<file path="config.mk">
export PLATFORM = sky130hd
export DESIGN_NAME = bin2bcd_seq
export DESIGN_NICKNAME = d
export VERILOG_FILES = /design/src/rtl/bin2bcd_pkg.sv /design/src/rtl/bcd_dabble_step.sv /design/src/rtl/bin2bcd_seq.sv
export SDC_FILE = /design/constraint.sdc
export NUM_CORES = 1
export LEC_CHECK = 0
export CORE_ASPECT_RATIO = 0.8
export CORE_MARGIN = 2
export CORE_UTILIZATION = 28
export DETAILED_ROUTE_END_ITERATION = 8
export GPL_TIMING_DRIVEN = 0
export RECOVER_POWER = 100
export SETUP_SLACK_MARGIN = 0.2
export SYNTH_ARGS = -nofsm -noshare
export SYNTH_HDL_FRONTEND = slang
export SYNTH_SLANG_ARGS = --single-unit
</file>
<file path="constraint.sdc">
create_clock -name iCLK -period 2.2 [get_ports iCLK]
set_clock_uncertainty 0.2 [all_clocks]
set_input_delay 0.66 -clock iCLK [delete_from_list [all_inputs] [get_ports iCLK]]
set_output_delay 0.66 -clock iCLK [all_outputs]
set_load 0.05 [all_outputs]
</file>
<file path="src/rtl/bin2bcd_pkg.sv">
// Shared types and constants for the sequential binary-to-BCD converter.
//   state_t       : converter FSM states
//   bcd2_t        : two-digit BCD payload (tens, ones)
//   dabble_adjust : add-3 correction applied to one BCD nibble before a shift
package bin2bcd_pkg;

    typedef enum logic {
        ST_IDLE  = 1'b0,
        ST_SHIFT = 1'b1
    } state_t;

    localparam int unsigned BCD_MAX      = 99;
    localparam int unsigned DABBLE_STEPS = 7;
    localparam int unsigned BIN_W        = 7;   // bits needed for 0..99
    localparam int unsigned SCR_W        = 8;   // two BCD nibbles
    localparam int unsigned CNT_W        = 3;   // counts 0..DABBLE_STEPS

    localparam logic [3:0] ADJ_THRESH = 4'd5;
    localparam logic [3:0] ADJ_ADD    = 4'd3;

    typedef struct packed {
        logic [3:0] tens;
        logic [3:0] ones;
    } bcd2_t;

    // Nibbles >= 5 would exceed 9 after doubling; pre-add 3 so the shift carries into the next digit.
    function automatic logic [3:0] dabble_adjust(input logic [3:0] i_nib);
        return (i_nib >= ADJ_THRESH) ? 4'(i_nib + ADJ_ADD) : i_nib;
    endfunction

endpackage

</file>
<file path="src/rtl/bcd_dabble_step.sv">
// One combinational double-dabble step: adjust each BCD nibble, then shift
// the scratch left by one with the next binary bit entering at the LSB.
//   i_scratch   : current 8-bit BCD scratch
//   i_bin_msb   : next binary bit (MSB-first)
//   o_scratch_c : scratch after adjust and shift
module bcd_dabble_step
    import bin2bcd_pkg::*;
(
    input  bcd2_t i_scratch,
    input  logic  i_bin_msb,
    output bcd2_t o_scratch_c
);

    // Adjusted tens MSB falls off the top; the cast keeps the low SCR_W bits.
    assign o_scratch_c = bcd2_t'(SCR_W'({dabble_adjust(i_scratch.tens),
                                         dabble_adjust(i_scratch.ones),
                                         i_bin_msb}));

endmodule

</file>
<file path="src/rtl/bin2bcd_seq.sv">
// Sequential binary-to-BCD converter for a two-digit FND display.
// Accepts a sample on iValid&&oReady, clamps (or reduces mod 100) values
// above 99, converts over 7 clocks and holds the digits until the next result.
//   iCLK, iRST         : clock, synchronous active-low reset
//   iValid, iBin       : sample handshake input
//   oReady             : idle, sample accepted at the next rising edge
//   oDone              : one-cycle pulse when digits/oOvf update
//   oDigit_1, oDigit_2 : ones and tens BCD digits
//   oOvf               : last accepted sample exceeded 99
module bin2bcd_seq
    import bin2bcd_pkg::*;
#(
    parameter int unsigned IN_WIDTH = 8,
    parameter bit          SATURATE = 1'b1
) (
    input  logic                iCLK,
    input  logic                iRST,
    input  logic                iValid,
    input  logic [IN_WIDTH-1:0] iBin,
    output logic                oReady,
    output logic                oDone,
    output logic [3:0]          oDigit_1,
    output logic [3:0]          oDigit_2,
    output logic                oOvf
);

    state_t             r_state;
    logic [CNT_W-1:0]   r_cnt;
    logic [BIN_W-1:0]   r_bin;
    bcd2_t              r_scratch;
    logic               r_ovf_pend;
    logic               r_ready;
    logic               r_done;
    logic [3:0]         r_digit_1;
    logic [3:0]         r_digit_2;
    logic               r_ovf;

    logic               w_over;
    logic [BIN_W-1:0]   w_val;
    bcd2_t              w_next_scratch;

    // Conditional-subtract chain: 100<<k for k from the top down leaves x mod 100.
    function automatic logic [BIN_W-1:0] mod100(input logic [IN_WIDTH-1:0] i_x);
        logic [IN_WIDTH-1:0] rem;
        rem = i_x;
        for (int k = int'(IN_WIDTH) - int'(BIN_W); k >= 0; k--) begin
            if (rem >= (IN_WIDTH'(BCD_MAX + 1) << k)) begin
                rem = rem - (IN_WIDTH'(BCD_MAX + 1) << k);
            end
        end
        return rem[BIN_W-1:0];
    endfunction

    assign w_over = (iBin > IN_WIDTH'(BCD_MAX));

    // Range reduction of the incoming sample to 0..99.
    generate
        if (SATURATE) begin : g_sat
            assign w_val = w_over ? BIN_W'(BCD_MAX) : iBin[BIN_W-1:0];
        end else begin : g_mod
            assign w_val = w_over ? mod100(iBin) : iBin[BIN_W-1:0];
        end
    endgenerate

    bcd_dabble_step u_step (
        .i_scratch   (r_scratch),
        .i_bin_msb   (r_bin[BIN_W-1]),
        .o_scratch_c (w_next_scratch)
    );

    // Converter FSM, shift datapath and output registers.
    always_ff @(posedge iCLK) begin
        if (!iRST) begin
            r_state    <= ST_IDLE;
            r_cnt      <= '0;
            r_bin      <= '0;
            r_scratch  <= '0;
            r_ovf_pend <= 1'b0;
            r_ready    <= 1'b1;
            r_done     <= 1'b0;
            r_digit_1  <= 4'd0;
            r_digit_2  <= 4'd0;
            r_ovf      <= 1'b0;
        end else begin
            r_done <= 1'b0;
            case (r_state)
                ST_IDLE: begin
                    if (iValid) begin
                        r_bin      <= w_val;
                        r_scratch  <= '0;
                        r_cnt      <= '0;
                        r_ovf_pend <= w_over;
                        r_ready    <= 1'b0;
                        r_state    <= ST_SHIFT;
                    end
                end
                ST_SHIFT: begin
                    r_scratch <= w_next_scratch;
                    r_bin     <= {r_bin[BIN_W-2:0], 1'b0};
                    r_cnt     <= r_cnt + CNT_W'(1);
                    // Last step: publish the freshly shifted scratch directly.
                    if (r_cnt == CNT_W'(DABBLE_STEPS - 1)) begin
                        r_digit_2 <= w_next_scratch.tens;
                        r_digit_1 <= w_next_scratch.ones;
                        r_ovf     <= r_ovf_pend;
                        r_done    <= 1'b1;
                        r_ready   <= 1'b1;
                        r_state   <= ST_IDLE;
                    end
                end
            endcase
        end
    end

    assign oReady   = r_ready;
    assign oDone    = r_done;
    assign oDigit_1 = r_digit_1;
    assign oDigit_2 = r_digit_2;
    assign oOvf     = r_ovf;

endmodule

</file>
After elaboration in Yosys (flattened, before gate mapping)
Index checks and enable logic that the tools add are counted.
W data, S select, Z words.

storage, ports and cells
  flip-flop bits (word level) = 31
  output and inout bits = 11
  word-level logic and storage cells = 41

operators by class
  add/subtract/negate cells = 3
  magnitude comparators = 3
  equal/unequal tests = 3
  multiplexer cells = 16
  bitwise operators = 1
  reduce and logical (&&, ||, !) cells = 4

operator list
  kind                   count
  $pmux W8 S2            1
  $mux W7                2
  $pmux W7 S2            1
  $ge A4 B3 Y1 const B   2
  $gt A8 B7 Y1 const B   1
  $mux W8                1
  $reduce_and A2 Y1      4
  $mux W3                2
  $pmux W3 S2            1
  $mux W1                5
  $add A4 B2 Y4 const B  1
  $mux W4                1
  $pmux W1 S2            2
  $add A3 B1 Y3 const B  1
  $add A3 B2 Y3 const B  1
  $eq A3 B3 Y1 const B   1
  $ne A2 B1 Y1 const B   1
  $ne A2 B2 Y1 const B   1
  $not A1 Y1             1

Logic depth before layout (Yosys ltp)
Gate-level depths: netlist of the first run.

  word-level depth = 4
  gate-level depth with buffers = 6

Hierarchy
From an unflattened synthesis of the first run, not the netlist that was laid out.

second synthesis, totals
  cell total of the unflattened synthesis = 155
  area total of the unflattened synthesis = 1435.1 um2

modules (own cells, without submodules)
  module           instances  cells each  area each (um2)  seq. area each (um2)
  bin2bcd_seq      1          126         1244.9           620.6
  bcd_dabble_step  1          29          190.2            0.0

Worst setup path after synthesis of the first run
Ideal clock, no wire load.

  kind = flip-flop to flip-flop
  start point = reg r_scratch[4] in the netlist's numbering
  end point = reg r_scratch[5] in the netlist's numbering
  setup time = 95 ps
  arrival = 1357 ps
  data required time = 1905 ps
  path slack = 548 ps
  cell stages (with the launch flop) = 7
  buffers on the path = 0
  clock period less this slack = 1652 ps
  cells stage by stage = dfxtp_1 -> inv_1 -> ha_1 -> nand2b_1 -> a21oi_2 -> or4b_1 -> o311ai_1

between the ends
  word-level cells in the longest chain between the ends = 3

ends and longest elaborated chain
  item                                                  RTL line           RTL
  start, declared                                       bin2bcd_seq.sv:30  bcd2_t r_scratch;
  start signal, assigned                                bin2bcd_seq.sv:98  r_scratch <= w_next_scratch;
  $ge A4 B3 Y1 / $add A3 B2 Y3 (equally long branches)  bin2bcd_pkg.sv:28  return (i_nib >= ADJ_THRESH) ? 4'(i_nib + ADJ_ADD) : i_nib;
  $mux W3 (*)                                           bin2bcd_pkg.sv:28
  $pmux W8 S2 (*)                                       bin2bcd_seq.sv:86  case (r_state)

Every way passes the cells marked *; elsewhere a longest branch is shown, timed or not.
A chain may end at the register's enable or synchronous reset.

Final worst setup path of the first run
  start point = reg r_ovf (netlist: oOvf)
  end point = out oOvf

RTL lines
  item                    RTL line            RTL
  start, declared         bin2bcd_seq.sv:36   logic r_ovf;
  start signal, assigned  bin2bcd_seq.sv:105  r_ovf <= r_ovf_pend;
  end, declared           bin2bcd_seq.sv:24   output logic oOvf

No word-level cell between the ends.

==> results of run 1 <==
[registers in the layout, summed over array words and instances (netlist names)]
signal      cells
r_scratch       8
oDigit_2        4
r_ovf_pend      1
oOvf            1
oDone           1
r_cnt           3
oDigit_1        4
r_state         1
oReady          1
r_bin           7
[repair_timing]
action / in CTS / in global routing
gates cloned: 0 / 0
hold endpoints to repair: 0 / 0
endpoints found under the setup margin: 23 / 31
gates resized for setup: 20 / 15
[per-layer routing]
layer  track usage  vias up  part of all wire
li1              -      595                 -
met1         0.174      519              0.52
met2         0.180       33              0.39
met3        0.0461        5             0.069
met4        0.0615        0             0.016
met5             0        -                 0
[kinds of logic (layout without fill, tap and decap cells)]
family                     count (synthesis)  count (layout)  share of synthesized area
and+or+nand+nor                           53              53                      0.204
AOI/OAI and AO/OA                         41              41                      0.199
DFF                                       31              31                      0.450
buffers and inverters                     18              47                     0.0571
adders and majority gates                  6               6                     0.0544
muxes                                      3               3                     0.0236
xor gates and xnor gates                   2               2                     0.0127
[power groups by stage]
| stage | logic, mW | clock network [mW] | registers (mW) |
|---|---|---|---|
| 2_1_floorplan | 0.0648 | 0 | 0.600 |
| 3_3_place_gp | 0.113 | 0 | 0.597 |
| 3_5_place_dp | 0.114 | 0 | 0.597 |
| 4_1_cts | 0.114 | 0.504 | 0.584 |
| 5_1_grt | 0.124 | 0.529 | 0.585 |
| 6_report | 0.111 | 0.495 | 0.584 |
[area by class of cell]
class | count | area [um2] | area share
inverter | 10 | 37.5 | 0.0220
multi-input combinational | 105 | 681 | 0.399
timing repair buffer | 21 | 148 | 0.0865
tap | 60 | 75.1 | 0.0440
sequential | 31 | 621 | 0.364
buffer | 8 | 45.0 | 0.0264
clock buffer | 8 | 100 | 0.0587
[cells in the mapped netlist (2+ instances only)]
cell and count:
sky130_fd_sc_hd__o21ai_0 11, sky130_fd_sc_hd__a221oi_1 3, sky130_fd_sc_hd__nand4_1 2, sky130_fd_sc_hd__a21oi_1 11, sky130_fd_sc_hd__inv_1 9, sky130_fd_sc_hd__mux2_2 2, sky130_fd_sc_hd__nor2b_1 3, sky130_fd_sc_hd__a211oi_1 3
sky130_fd_sc_hd__nor3b_1 8, sky130_fd_sc_hd__nor2_1 19, sky130_fd_sc_hd__a22o_1 4, sky130_fd_sc_hd__buf_2 6, sky130_fd_sc_hd__nand2_1 10, sky130_fd_sc_hd__nand2b_1 6, sky130_fd_sc_hd__o32ai_1 4, sky130_fd_sc_hd__dfxtp_1 31
sky130_fd_sc_hd__xnor2_1 2, sky130_fd_sc_hd__ha_1 6
[final timing paths]
check	slack, ns	end	start	depth (start not counted)
setup / recovery	0.15	oOvf	oOvf$_SDFFE_PN0P_	1
hold reg to reg	0.25	oDigit_2[1]$_SDFFE_PN0P_	oDigit_2[1]$_SDFFE_PN0P_	2
setup reg to reg	0.40	oDigit_1[3]$_SDFFE_PN0P_	r_cnt[0]$_SDFFE_PN0P_	5
hold / removal	0.25	oDigit_2[1]$_SDFFE_PN0P_	oDigit_2[1]$_SDFFE_PN0P_	2
[metrics by stage]
| step | hold slack (ns) | power, mW | instance area (um2) | TNS [ns] | utilization |
|---|---|---|---|---|---|
| after floorplan | 0.237 | 0.664 | 1380 | 0 | - |
| after global placement | 0.236 | 0.710 | 1670 | -1.99 | 0.358 |
| after detailed placement | 0.244 | 0.711 | 1670 | -2.09 | 0.358 |
| after CTS | 0.257 | 1.20 | 1770 | 0 | 0.380 |
| after global routing | 0.290 | 1.24 | 1710 | 0 | 0.367 |
| final | 0.252 | 1.19 | 1710 | 0 | 0.367 |
==> flow_summary.html, run 1 <==
<table>
<tr><th>Metric</th><th>Value</th></tr>
<tr><th colspan="2">Pwr</th></tr>
<tr><td>Leakage power</td><td>0.624 nW</td></tr>
<tr><td>Proportion of power drawn by combinational gates</td><td>0.093</td></tr>
<tr><td>Internal power of the cells</td><td>0.908 mW</td></tr>
<tr><td>Fraction of power consumed by sequential logic</td><td>0.491</td></tr>
<tr><td>Switching part of the total</td><td>0.237</td></tr>
<tr><td>Pwr/cell area</td><td>697 mW/mm2</td></tr>
<tr><td>Worst VDD drop</td><td>0.255 mV</td></tr>
<tr><td>Net Switching</td><td>0.282 mW</td></tr>
<tr><td>Power share of the clock group</td><td>0.416</td></tr>
<tr><th colspan="2">Logic synthesis</th></tr>
<tr><td>FFs w/ async S/R, synth</td><td>0</td></tr>
<tr><td>Area leader, netlist</td><td>sky130_fd_sc_hd__dfxtp_1</td></tr>
<tr><td>Number of synthesized flops with an enable pin</td><td>0</td></tr>
<tr><td>Average size of a mapped cell</td><td>8.96 um2</td></tr>
<tr><td>Synth Warn #</td><td>0</td></tr>
<tr><td>Synthesized net count</td><td>171</td></tr>
<tr><td>Biggest area contributors in the synthesized netlist</td><td>sky130_fd_sc_hd__dfxtp_1 (45%), sky130_fd_sc_hd__ha_1 (5.4%), sky130_fd_sc_hd__nor2_1 (5.2%)</td></tr>
<tr><td>Primary FF master, synth</td><td>sky130_fd_sc_hd__dfxtp_1</td></tr>
<tr><td>Register area share after synthesis</td><td>0.450</td></tr>
<tr><td>FF+latch count, synth</td><td>31</td></tr>
<tr><td>Distinct cells, synth</td><td>32</td></tr>
<tr><td>Portion of synthesized cell area occupied by the leading cell type</td><td>0.450</td></tr>
<tr><td>Area of the mapped netlist</td><td>0.00138 mm2</td></tr>
<tr><td>Synthesized instance count</td><td>154</td></tr>
<tr><th colspan="2">Place</th></tr>
<tr><td>Pre-CTS worst setup slack</td><td>-0.154 ns</td></tr>
<tr><td>Port Buffer Count</td><td>21</td></tr>
<tr><td>Post-Place Cells</td><td>235</td></tr>
<tr><td>Post-detailed-placement half-perimeter wirelength</td><td>2.19 mm</td></tr>
<tr><td>Gp weighted congestion</td><td>0.745</td></tr>
<tr><th colspan="2">GRT</th></tr>
<tr><td>Wire length of the first global-routing pass</td><td>5.15 mm</td></tr>
<tr><td>Global route overflow</td><td>0</td></tr>
<tr><td>GRT Total Usage</td><td>0.129</td></tr>
<tr><td>Via count of the first global-routing pass</td><td>1073</td></tr>
<tr><td>Initial antenna violation count</td><td>0</td></tr>
<tr><td>Pin count of the biggest net entering global routing</td><td>11</td></tr>
<tr><th colspan="2">Clock network</th></tr>
<tr><td>Sink count of the clock tree</td><td>31</td></tr>
<tr><td>Number of clock buffers inserted by TritonCTS</td><td>5</td></tr>
<tr><td>Worst-Skew Late Latency</td><td>0.28 ns</td></tr>
<tr><td>Postcts setup bufs</td><td>0</td></tr>
<tr><td>Deepest level of the CTS H-tree</td><td>2</td></tr>
<tr><td>Count of hold-fix buffers inserted at cts</td><td>0</td></tr>
<tr><td>Maximum clock path buffer count</td><td>2</td></tr>
<tr><td>Clk pin slew, worst setup/hold paths</td><td>0.07 ns</td></tr>
<tr><td>CTS tree</td><td>yes</td></tr>
<tr><td>Cell chosen for the clock root</td><td>sky130_fd_sc_hd__clkbuf_8</td></tr>
<tr><th colspan="2">Worst setup path</th></tr>
<tr><td>Cell chain of the critical path</td><td>clkdlybuf4s25_1</td></tr>
<tr><td>Top Family by Delay on Critical Path</td><td>buffers and inverters</td></tr>
<tr><td>Critical-path cell with the highest stage delay</td><td>sky130_fd_sc_hd__clkdlybuf4s25_1</td></tr>
<tr><td>CP Data Arrival Time</td><td>1.19 ns</td></tr>
<tr><td>Worst setup SP type</td><td>flip-flop</td></tr>
<tr><td>CP endpoint kind</td><td>output port</td></tr>
<tr><td>Largest driver fanout on the critical path</td><td>2</td></tr>
<tr><td>Critical path start-end classification</td><td>flip-flop to output port</td></tr>
<tr><td>CP max stage delay</td><td>0.58 ns</td></tr>
<tr><td>CP bufs+invs</td><td>1</td></tr>
<tr><td>Required @ worst endpoint</td><td>1.34 ns</td></tr>
<tr><th colspan="2">Floorplanning</th></tr>
<tr><td>I/O pin count</td><td>22</td></tr>
<tr><td>Site row count</td><td>22</td></tr>
<tr><td>Die footprint</td><td>0.00551 mm2</td></tr>
<tr><td>Core box area</td><td>0.00465 mm2</td></tr>
<tr><td>Effective utilization at floorplan</td><td>0.297</td></tr>
<tr><td>Height of the die</td><td>66.8 um</td></tr>
<tr><td>Die outline width</td><td>82.5 um</td></tr>
<tr><th colspan="2">Route</th></tr>
<tr><td>Pre-Repair DR Iteration Count</td><td>4</td></tr>
<tr><td>Antenna Nets Post-Route</td><td>0</td></tr>
<tr><td>Wirelength, routed</td><td>3.10 mm</td></tr>
<tr><td>DRC violation count after routing</td><td>0</td></tr>
<tr><td>Total via count after detailed routing</td><td>1152</td></tr>
<tr><td>Via-to-Cell Ratio</td><td>4.74</td></tr>
<tr><td>DR WL/cell</td><td>12.7 um</td></tr>
<tr><td>DR iter-0 viols</td><td>33</td></tr>
<tr><th colspan="2">Cells and area</th></tr>
<tr><td>Commonest cells after routing, fill and taps aside</td><td>sky130_fd_sc_hd__dfxtp_1 (31), sky130_fd_sc_hd__nor2_1 (19), sky130_fd_sc_hd__clkbuf_1 (13)</td></tr>
<tr><td>Final Net Count</td><td>199</td></tr>
<tr><td>Signed area change from the synthesized netlist to the final layout</td><td>23.7%</td></tr>
<tr><td>N_diodes</td><td>0</td></tr>
<tr><td>Leading cell type in the layout, fill and taps excluded</td><td>sky130_fd_sc_hd__dfxtp_1</td></tr>
<tr><td>Layout filler cell count</td><td>493</td></tr>
<tr><td>Fin cells</td><td>243</td></tr>
<tr><td>Fraction of layout instances using a drive strength above 1</td><td>0.104</td></tr>
<tr><th colspan="2">Timing</th></tr>
<tr><td>Setup violations, final</td><td>0</td></tr>
<tr><td>Min Tclk post-route</td><td>2.05 ns</td></tr>
<tr><td>Achievable Freq</td><td>487 MHz</td></tr>
<tr><td>RSZ-0062 raised after global routing</td><td>false</td></tr>
<tr><td>Tightest slew margin relative to the limit</td><td>0.604</td></tr>
<tr><td>Slew @ Worst Pin</td><td>0.596 ns</td></tr>
<tr><td>Final-report hold violation count</td><td>0</td></tr>
<tr><td>Number of pins with negative max-slew slack in the final report</td><td>0</td></tr>
<tr><td>Smallest setup slack after layout</td><td>0.146 ns</td></tr>
<tr><td>Final cycle utilization of the critical path</td><td>0.934</td></tr>
<tr><th colspan="2">Worst hold path</th></tr>
<tr><td>HP Class</td><td>flip-flop to flip-flop</td></tr>
<tr><th colspan="2">Outcome</th></tr>
<tr><td>Outcome</td><td>finished clean</td></tr>
<tr><th colspan="2">Flow run</th></tr>
<tr><td>Max Cap Viol</td><td>0</td></tr>
</table>
No activity file was read; power rests on OpenSTA's default activity.
==> run 2, diff against run 1 <==
--- a/config.mk
+++ b/config.mk
@@ -12,6 +12,7 @@
 export GPL_TIMING_DRIVEN = 0
 export RECOVER_POWER = 100
 export SETUP_SLACK_MARGIN = 0.2
+export SKIP_LAST_GASP = 1
 export SYNTH_ARGS = -nofsm -noshare
 export SYNTH_HDL_FRONTEND = slang
 export SYNTH_SLANG_ARGS = --single-unit
==> results of run 2 <==
The final DEF is identical to that of run 1; final timing and power are the same.
==> run 3, diff against run 2 <==
==> constraint.sdc (replaced) <==
create_clock -name iCLK -period 2.22 [get_ports iCLK]
set_clock_uncertainty 0.2 [all_clocks]
set_input_delay 0.666 -clock iCLK [delete_from_list [all_inputs] [get_ports iCLK]]
set_output_delay 0.666 -clock iCLK [all_outputs]
set_load 0.05 [all_outputs]
==> run 3 against run 2 <==
Net effect:
- core utilization is 0.32 points higher
- register-to-register slack better by 0.02 ns
- sequential share of layout area fell by 0.32 points
- sequential power is 0.9% lower
- via count about the same
- combinational power hardly changed
- critical path depth is the same
- worst hold slack better by 0.0021 ns
- critical path type unchanged
==> flow_summary.html, run 3 (synthesized netlist as in run 1, its figures left out) <==
<table>
<tr><th>Metric</th><th>Value</th></tr>
<tr><th colspan="2">Route</th></tr>
<tr><td>Antenna Nets Post-Route</td><td>0 (unchanged)</td></tr>
<tr><td>DR WL/cell</td><td>12.7 um (-0.32%)</td></tr>
<tr><td>Wirelength, routed</td><td>3.09 mm (-0.32%)</td></tr>
<tr><td>DRC violation count after routing</td><td>0 (unchanged)</td></tr>
<tr><td>Pre-Repair DR Iteration Count</td><td>4 (unchanged)</td></tr>
<tr><td>DR iter-0 viols</td><td>33 (unchanged)</td></tr>
<tr><td>Via-to-Cell Ratio</td><td>4.74 (about the same)</td></tr>
<tr><td>Total via count after detailed routing</td><td>1153 (+0.087%)</td></tr>
<tr><th colspan="2">Cells and area</th></tr>
<tr><td>Utilization of the core after routing</td><td>0.370 (+0.00323)</td></tr>
<tr><td>Leading cell type in the layout, fill and taps excluded</td><td>sky130_fd_sc_hd__dfxtp_1</td></tr>
<tr><td>Flip-flop count of the largest register after layout</td><td>8 (unchanged)</td></tr>
<tr><td>Biggest registers after layout</td><td>r_scratch x8, r_bin x7</td></tr>
<tr><td>Commonest cells after routing, fill and taps aside</td><td>sky130_fd_sc_hd__dfxtp_1 (31), sky130_fd_sc_hd__nor2_1 (19), sky130_fd_sc_hd__a21oi_1 (11), sky130_fd_sc_hd__o21ai_0 (11)</td></tr>
<tr><td>Largest register by flop count</td><td>r_scratch</td></tr>
<tr><td>Fin cells</td><td>243 (unchanged)</td></tr>
<tr><td>N_diodes</td><td>0 (unchanged)</td></tr>
<tr><td>Fraction of layout instances using a drive strength above 1</td><td>0.104 (unchanged)</td></tr>
<tr><td>Post-route cell area</td><td>0.00172 mm2 (+0.88%)</td></tr>
<tr><td>Layout filler cell count</td><td>493 (unchanged)</td></tr>
<tr><td>Signed area change from the synthesized netlist to the final layout</td><td>24.8%</td></tr>
<tr><td>Final Net Count</td><td>199 (unchanged)</td></tr>
<tr><th colspan="2">Worst setup path</th></tr>
<tr><td>R2R Setup Slk</td><td>0.42 ns (+0.02 ns)</td></tr>
<tr><td>Critical path start-end classification</td><td>flip-flop to output port</td></tr>
<tr><td>Worst setup SP type</td><td>flip-flop</td></tr>
<tr><td>Cell depth of the worst flop-to-flop path</td><td>5 (unchanged)</td></tr>
<tr><td>Number of stages on the worst setup path</td><td>1 (unchanged)</td></tr>
<tr><td>Beginning of the worst register-to-register path</td><td>r_cnt[0]$_SDFFE_PN0P_</td></tr>
<tr><td>CP max stage delay</td><td>0.58 ns (about the same)</td></tr>
<tr><td>Top Family by Delay on Critical Path</td><td>buffers and inverters</td></tr>
<tr><td>Worst reg2reg path endpoint</td><td>oDigit_1[3]$_SDFFE_PN0P_</td></tr>
<tr><td>CP Data Arrival Time</td><td>1.20 ns (about the same)</td></tr>
<tr><td>CP bufs+invs</td><td>1 (unchanged)</td></tr>
<tr><td>CP endpoint kind</td><td>output port</td></tr>
<tr><td>Largest driver fanout on the critical path</td><td>2 (unchanged)</td></tr>
<tr><td>Critical-path cell with the highest stage delay</td><td>sky130_fd_sc_hd__clkdlybuf4s25_1</td></tr>
<tr><td>Required @ worst endpoint</td><td>1.35 ns (about the same)</td></tr>
<tr><td>Cell chain of the critical path</td><td>clkdlybuf4s25_1</td></tr>
<tr><th colspan="2">Clock network</th></tr>
<tr><td>Sink count of the clock tree</td><td>31 (unchanged)</td></tr>
<tr><td>Worst-Skew Late Latency</td><td>0.28 ns (about the same)</td></tr>
<tr><td>Deepest level of the CTS H-tree</td><td>2 (unchanged)</td></tr>
<tr><td>Clk pin slew, worst setup/hold paths</td><td>0.06 ns (about the same)</td></tr>
<tr><td>Cell chosen for the clock root</td><td>sky130_fd_sc_hd__clkbuf_8</td></tr>
<tr><td>Number of clock buffers inserted by TritonCTS</td><td>5 (unchanged)</td></tr>
<tr><td>Count of hold-fix buffers inserted at cts</td><td>0 (unchanged)</td></tr>
<tr><td>CTS tree</td><td>yes</td></tr>
<tr><td>Maximum clock path buffer count</td><td>2 (unchanged)</td></tr>
<tr><th colspan="2">Timing</th></tr>
<tr><td>Number of pins with negative max-slew slack in the final report</td><td>0 (unchanged)</td></tr>
<tr><td>Slew @ Worst Pin</td><td>0.594 ns (-0.00272 ns)</td></tr>
<tr><td>Min Tclk post-route</td><td>2.06 ns</td></tr>
<tr><td>Final cycle utilization of the critical path</td><td>0.930</td></tr>
<tr><td>RSZ-0062 raised after global routing</td><td>false</td></tr>
<tr><td>Setup violations, final</td><td>0 (unchanged)</td></tr>
<tr><td>Tightest slew margin relative to the limit</td><td>0.606 (+0.00180)</td></tr>
<tr><td>Final hold slack</td><td>0.254 ns (+0.00215 ns)</td></tr>
<tr><td>Setup TNS</td><td>0 ns (unchanged)</td></tr>
<tr><td>Final-report hold violation count</td><td>0 (unchanged)</td></tr>
<tr><td>Achievable Freq</td><td>484 MHz</td></tr>
<tr><td>Smallest setup slack after layout</td><td>0.155 ns (+0.00960 ns)</td></tr>
<tr><th colspan="2">Pwr</th></tr>
<tr><td>Leakage power</td><td>0.633 nW (+1.3%)</td></tr>
<tr><td>Pwr/cell area</td><td>685 mW/mm2 (-1.8%)</td></tr>
<tr><td>Worst VDD drop</td><td>0.253 mV (-0.89%)</td></tr>
<tr><td>Total Power Consumption</td><td>1.18 mW (-0.93%)</td></tr>
<tr><th colspan="2">Floorplanning</th></tr>
<tr><td>Effective utilization at floorplan</td><td>0.297 (unchanged)</td></tr>
<tr><td>Core box area</td><td>0.00465 mm2 (unchanged)</td></tr>
<tr><td>Height of the die</td><td>66.8 um (unchanged)</td></tr>
<tr><td>Site row count</td><td>22 (unchanged)</td></tr>
<tr><td>Die footprint</td><td>0.00551 mm2 (unchanged)</td></tr>
<tr><td>Die outline width</td><td>82.5 um (unchanged)</td></tr>
<tr><td>I/O pin count</td><td>22 (unchanged)</td></tr>
<tr><th colspan="2">Place</th></tr>
<tr><td>Placed inst area</td><td>0.00167 mm2 (unchanged)</td></tr>
<tr><td>Pre-CTS worst setup slack</td><td>-0.140 ns (+0.0140 ns)</td></tr>
<tr><td>Post-detailed-placement half-perimeter wirelength</td><td>2.19 mm (unchanged)</td></tr>
<tr><td>Port Buffer Count</td><td>21 (unchanged)</td></tr>
<tr><td>Gp weighted congestion</td><td>0.745 (unchanged)</td></tr>
<tr><td>Post-Place Cells</td><td>235 (unchanged)</td></tr>
<tr><th colspan="2">Worst hold path</th></tr>
<tr><td>HP Start</td><td>oDigit_2[2]$_SDFFE_PN0P_</td></tr>
<tr><td>Hold Crit Endpoint</td><td>oDigit_2[2]$_SDFFE_PN0P_</td></tr>
<tr><td>Hold-critical path depth</td><td>2 (unchanged)</td></tr>
<tr><td>HP Class</td><td>flip-flop to flip-flop</td></tr>
<tr><th colspan="2">GRT</th></tr>
<tr><td>Initial antenna violation count</td><td>0 (unchanged)</td></tr>
<tr><td>GRT Total Usage</td><td>0.130 (+0.000568)</td></tr>
<tr><td>Wire length of the first global-routing pass</td><td>5.18 mm (+0.54%)</td></tr>
<tr><td>Pin count of the biggest net entering global routing</td><td>11 (unchanged)</td></tr>
<tr><td>Global route overflow</td><td>0 (unchanged)</td></tr>
<tr><td>Via count of the first global-routing pass</td><td>1081 (+0.75%)</td></tr>
<tr><th colspan="2">Flow run</th></tr>
<tr><td>Max Cap Viol</td><td>0 (unchanged)</td></tr>
<tr><th colspan="2">Outcome</th></tr>
<tr><td>Outcome</td><td>finished clean</td></tr>
</table>
-- run 3: changes by cell type in the layout (fill, tap and decap cells not counted), sizes merged --
cell and delta:
dlygate4sd3 -1, dlygate4sd2 +1, buf +1, clkdlybuf4s50 +1, clkdlybuf4s25 +2, clkbuf -4
-- run 3: where the power goes --
part           switching (mW)  internal, mW  leakage (nW)
sequential            0.00806         0.571         0.252
combinational          0.0638        0.0459         0.329
clock                   0.208         0.283        0.0515
-- run 3: area by class of cell --
| cell class | count | area (um2) | share of cell area |
|---|---|---|---|
| multi-input combinational | 105 | 681 | 0.395 |
| sequential | 31 | 621 | 0.360 |
| timing repair buffer | 21 | 165 | 0.0959 |
| clock buffer | 8 | 100 | 0.0581 |
| tap | 60 | 75.1 | 0.0436 |
| buffer | 8 | 42.5 | 0.0247 |
| inverter | 10 | 37.5 | 0.0218 |
-- run 3: worst max path at each step --
stage	start	endpoint	slack, ns
final	oDigit_1[2]$_SDFFE_PN0P_	oDigit_1[2]	0.16
after global routing	iValid	r_scratch[5]$_SDFFE_PN0P_	0.11
after CTS	oReady$_SDFFE_PN1P_	oReady	0.20
after detailed placement	iRST	oDigit_2[3]$_SDFFE_PN0P_	-0.14
after global placement	iRST	oOvf$_SDFFE_PN0P_	-0.13
after floorplan	r_scratch[4]$_SDFFE_PN0P_	r_scratch[5]$_SDFFE_PN0P_	0.57
-- run 3: routing by layer --
metal	GRT usage	wire length [um]	up-vias
met4	0.0615	50	0
met5	0	0	-
li1	-	-	595
met1	0.174	1610	520
met2	0.182	1220	33
met3	0.0461	205	5
-- run 3: what timing repair did --
item | 4_1_cts | 5_1_grt
resized for setup | 14 | 16
setup endpoints to repair | 23 | 23
gates cloned | 0 | 0
buffers inserted | 0 | 0
